--- src/rtl/flash_sequencer.sv ---
// flash_sequencer
// Drives the scoreboard flash timer to blank/unblank the display a latched
// number of times. Each dark or lit phase issues one timer_start pulse and
// waits for the timer's one-cycle timer_done. A per-phase watchdog returns to
// IDLE with a sticky fault if the timer stalls, and abort cancels a sequence.
//
// Ports
//   CLK_50MHZ   in   system clock, rising edge
//   RST         in   synchronous active-low reset
//   req         in   start request, sampled only in IDLE
//   blinks      in   dark+lit pair count, latched when req is accepted
//   abort       in   cancel a running sequence
//   timer_done  in   one-cycle done pulse from the flash timer
//   timer_start out  one-cycle start pulse to the flash timer
//   blank       out  1 = display forced dark
//   busy        out  1 in every state except IDLE
//   finished    out  one-cycle pulse on normal completion
//   fault       out  sticky watchdog-expiry flag
//
// state    | meaning
// ---------+---------------------------------------------
// IDLE     | waiting for req
// ARM_OFF  | start timer for the dark phase, display dark
// WAIT_OFF | dark phase running, waiting for timer_done
// ARM_ON   | start timer for the lit phase, display lit
// WAIT_ON  | lit phase running, waiting for timer_done
// DONE     | one-cycle completion pulse

module flash_sequencer #(
  parameter int CNT_W   = 4,
  parameter int TIMEOUT = 1023
) (
  input  logic             CLK_50MHZ,
  input  logic             RST,
  input  logic             req,
  input  logic [CNT_W-1:0] blinks,
  input  logic             abort,
  input  logic             timer_done,
  output logic             timer_start,
  output logic             blank,
  output logic             busy,
  output logic             finished,
  output logic             fault
);

  localparam int WD_W = $clog2(TIMEOUT + 1);

  localparam logic [2:0] S_IDLE     = 3'd0;
  localparam logic [2:0] S_ARM_OFF  = 3'd1;
  localparam logic [2:0] S_WAIT_OFF = 3'd2;
  localparam logic [2:0] S_ARM_ON   = 3'd3;
  localparam logic [2:0] S_WAIT_ON  = 3'd4;
  localparam logic [2:0] S_DONE     = 3'd5;

  logic [2:0]       r_state;
  logic [2:0]       w_state_nxt;
  logic [CNT_W-1:0] r_n;
  logic [CNT_W-1:0] r_cnt;
  logic [WD_W-1:0]  r_wdog;
  logic             r_fault;

  logic             w_in_wait;
  logic             w_wd_expired;
  logic [CNT_W:0]   w_cnt_inc;
  logic             w_last;

  assign w_in_wait    = (r_state == S_WAIT_OFF) || (r_state == S_WAIT_ON);
  assign w_wd_expired = (r_wdog == WD_W'(TIMEOUT));
  // One extra bit so a full-scale count cannot wrap before the compare.
  assign w_cnt_inc    = {1'b0, r_cnt} + (CNT_W+1)'(1);
  assign w_last       = (w_cnt_inc == {1'b0, r_n});

  always_comb begin
    w_state_nxt = r_state;
    case (r_state)
      S_IDLE: begin
        if (req) begin
          if (blinks != '0) w_state_nxt = S_ARM_OFF;
          else              w_state_nxt = S_DONE;
        end
      end
      S_ARM_OFF: w_state_nxt = S_WAIT_OFF;
      S_WAIT_OFF: begin
        if (timer_done)        w_state_nxt = S_ARM_ON;
        else if (w_wd_expired) w_state_nxt = S_IDLE;
      end
      S_ARM_ON: w_state_nxt = S_WAIT_ON;
      S_WAIT_ON: begin
        if (timer_done)        w_state_nxt = w_last ? S_DONE : S_ARM_OFF;
        else if (w_wd_expired) w_state_nxt = S_IDLE;
      end
      S_DONE:  w_state_nxt = S_IDLE;
      default: w_state_nxt = S_IDLE;
    endcase
    // abort outranks every other transition
    if (abort && (r_state != S_IDLE)) w_state_nxt = S_IDLE;
  end

  always_ff @(posedge CLK_50MHZ) begin
    if (!RST) begin
      r_state <= S_IDLE;
      r_n     <= '0;
      r_cnt   <= '0;
      r_wdog  <= '0;
      r_fault <= 1'b0;
    end else begin
      r_state <= w_state_nxt;

      if ((r_state == S_IDLE) && req) begin
        r_n     <= blinks;
        r_cnt   <= '0;
        r_fault <= 1'b0;
      end

      if ((r_state == S_WAIT_ON) && timer_done && !abort)
        r_cnt <= w_cnt_inc[CNT_W-1:0];

      // Counter is zero on the first WAIT cycle because ARM states clear it.
      if (w_in_wait && !timer_done && !w_wd_expired)
        r_wdog <= r_wdog + WD_W'(1);
      else
        r_wdog <= '0;

      if (w_in_wait && !timer_done && w_wd_expired && !abort)
        r_fault <= 1'b1;
    end
  end

  assign timer_start = (r_state == S_ARM_OFF) || (r_state == S_ARM_ON);
  assign blank       = (r_state == S_ARM_OFF) || (r_state == S_WAIT_OFF);
  assign busy        = (r_state != S_IDLE);
  assign finished    = (r_state == S_DONE);
  assign fault       = r_fault;

endmodule

--- config.mk ---
export PLATFORM = sky130hd
export DESIGN_NAME = flash_sequencer
export DESIGN_NICKNAME = d
export VERILOG_FILES = /design/src/rtl/flash_sequencer.sv
export SDC_FILE = /design/constraint.sdc
export NUM_CORES = 1
export LEC_CHECK = 0
export ABC_AREA = 1
export ABC_CLOCK_PERIOD_IN_PS = 2600
export CAP_MARGIN = 15
export CORE_ASPECT_RATIO = 1.25
export CORE_UTILIZATION = 55
export CTS_CLUSTER_DIAMETER = 100
export DETAILED_ROUTE_END_ITERATION = 6
export PLACE_DENSITY = 0.8
export SLEW_MARGIN = 15
export SYNTH_ARGS = -nofsm -noshare
export SYNTH_HDL_FRONTEND = slang
export SYNTH_SLANG_ARGS = --single-unit
--- constraint.sdc ---
create_clock -name CLK_50MHZ -period 2.6 [get_ports CLK_50MHZ]
set_clock_uncertainty 0.1 [all_clocks]
set_input_delay 0.78 -clock CLK_50MHZ [delete_from_list [all_inputs] [get_ports CLK_50MHZ]]
set_output_delay 0.78 -clock CLK_50MHZ [all_outputs]
set_load 0.005 [all_outputs]
==> run summary <==
Most area-consuming cells after synthesis = dfxtp_1, nand2_1, inv_1
Post-Syn Nets = 172
Worst-case clock buffer depth = 2
Gates resized, CTS repair = 0
First-pass GRT wire length = 4.02 mm
Flop pwr share = 57.3%
Rows = 18
Total number of vias = 1092
Root buffer cell = clkbuf_4
Area leader, netlist = dfxtp_1
P_leak = 0.000519 µW
GPL Wtd Cong = 0.824
Synth top area share = 38.6%
Level count of the clock H-tree = 1
Later-pin clock latency in the skew report = 300 ps
Synthesized area = 1140 µm²
Proportion of layout cells with a drive suffix above 1 = 8.47%
Final worst path period share = 95.3%
Post-Synth Adder-Cell Area = 2.19%
Initial core utilization = 58.3%
Post-DP Area = 1300 µm²
CTS clk-pin slew, worst paths = 110 ps
Hold Buf Count CTS = 0
CP peak stage delay = 520 ps
Die ar. = 2260 µm²
XOR/XNOR share of the synthesized area = 2.30%
Crit path DAT = 1600 ps
Drt first-iter violations = 29
Final number of setup-violating endpoints = 0
Met3 GRT Util = 3.07%
Max-Cap Viols = 0
Die W = 42.8 µm
Setup_tns = 0 ps
Max FO, Critical Path = 5
Sw Ratio = 27.4%
Cell Count, Final, Fillers Out = 197
Post-Synth Simple-Gate Area = 34.7%
Fin util = 67.4%
Core region area = 1960 µm²
Post-synthesis instance total = 161
Min-delay worst type = reg2reg
Total power = 626 µW
Number of different library cells in the post-synthesis netlist = 26
Grt met1 use = 26.3%
Die Ht = 53.0 µm
Combinational Power Share = 18.6%
Seq/Total Area, Yosys = 38.6%
Power Dens Cells = 474 nW/µm²
Critical path, cell by cell = inv_1 > nor3_1 > clkdlybuf4s50_1
YS warnings = 0
Synthesis-stage register bit count = 22
Post-Syn Area per Cell = 7.10 µm²
Count leader, synth = nand2_1
# nets final = 190
DRT Wirelength = 2.38 mm
CTS Buf Count = 3
Slew @ Worst Pin = 330 ps
Largest net degree at the start of global routing = 12
I/O pin count = 14
Setup Fix Bufs, Post-CTS = 0
Setup crit end kind = primary output
Psw = 171 µW
Buf/Inv on CP = 2
Post-Place Cells = 194
Fraction of registers with async set/reset = 0%
Maximum vdd ir drop = 0.000303 V
GRT Max-Usage Layer = met2
CP Launch Type = flip-flop
Worst Setup Path Type = reg2out
N_diodes = 0
Max stage delay cell, worst path = clkdlybuf4s50_1
DRC viols = 0
Largest family of logic cells by synthesized area = simple AND/OR/NAND/NOR gates
Post-route ant nets = 0
Final min period = 2480 ps
Overall Global Routing Usage = 23.6%
Clk pwr share = 24.2%
Setup repair after global routing missed its margin = no
Critical path's top delay family = buffers and inverters
Final Hold Violating Endpoints = 0
Layout area overhead = 15.6%
M2 GR Usage = 42.9%
Via density = 5.54
Status = complete, no violations
Post-synthesis mux area share = 0%
Initial antenna violation count = 0
Fin. max-slew vios = 0
CTS tree = yes
Post-DR wirelength/cell = 12.1 µm
I/O Buffers = 13
Top cells by count, synth = nand2_1, inv_1, dfxtp_1
Prevailing post-synth register cell = dfxtp_1
Sink Count = 22
Worst EP required = 1720 ps
Total gr overflow = 0
Vias in the first global route = 983
Max transition margin = 78.0%
Complex-gate fraction of the synthesized area = 13.4%
Pre-Repair DR Iteration Count = 4
FMAX = 0.404 GHz
P_int = 454 µW
Detail Placement HPWL = 1.86 mm
Number of synthesized flops with an enable pin = 0
Final Cell Area = 1320 µm²
-- cell families after synthesis --
| logic type | Yosys count |
|---|---|
| simple gates | 81 |
| buf+inv | 27 |
| compound gates | 26 |
| flops | 22 |
| xor+xnor | 3 |
| fa+ha+maj | 2 |
-- registers in the layout, summed over array words and instances (netlist names) --
register / flops
r_wdog: 10
r_state: 3
r_cnt: 4
fault: 1
r_n: 4
-- metrics by stage --
| step | hold slack, ps | setup slack [ps] |
|---|---|---|
| 6_report | 386 | 123 |
| 5_1_grt | 406 | 26.1 |
| 4_1_cts | 384 | 120 |
| 3_5_place_dp | 358 | 458 |
| 3_3_place_gp | 342 | 479 |
| 2_1_floorplan | 330 | 1010 |
-- worst paths after layout --
check,start,endpoint,slack [ps],depth (start not counted)
max,r_state[2],finished,120,3
max reg2reg,r_wdog[0],r_wdog[9],920,8
min reg2reg,r_n[0],r_n[0],390,2
min,r_n[0],r_n[0],390,2
-- placed cells by master, fill, tap and decap left out, types with 2 or more instances in the layout --
cell type / instances
o21ai_0: 5
a21oi_2: 2
a31oi_1: 2
inv_2: 2
nand4_1: 5
xor2_1: 2
nand2_1: 36
nand2_4: 2
nor2_2: 2
clkdlybuf4s50_1: 13
nand3_1: 14
nor2_1: 13
clkbuf_4: 3
nor3b_1: 2
a21oi_1: 14
nor3_1: 2
inv_1: 25
dfxtp_1: 22
ha_1: 2
-- power groups by stage --
stage	sequential [µW]	combinational (µW)	clock, µW
after detailed placement	366	116	0
after floorplan	364	68.3	0
final	358	116	151
after global placement	365	114	0
after global routing	360	129	168
after CTS	358	116	153
-- area by class of cell --
class / count / area, µm²
tap: 20 / 25.0
timing repair buffer: 13 / 130
inverter: 27 / 101
sequential: 22 / 440
fill: 178 / 639
clock buffer: 3 / 22.5
multi-input combinational: 112 / 601
-- layer usage --
| metal | share of wire (%) | wire length, µm |
|---|---|---|
| met5 | 0 | 0 |
| met4 | 2.3 | 55 |
| met3 | 2.6 | 61 |
| met2 | 54 | 1280 |
| met1 | 41 | 981 |
-- tightest hold or removal path, stage by stage (launching register included) --
cell and delay, ps:
dfxtp_1 340, nand2_1 60, a21oi_1 50
(Power assumes the default switching activity.)
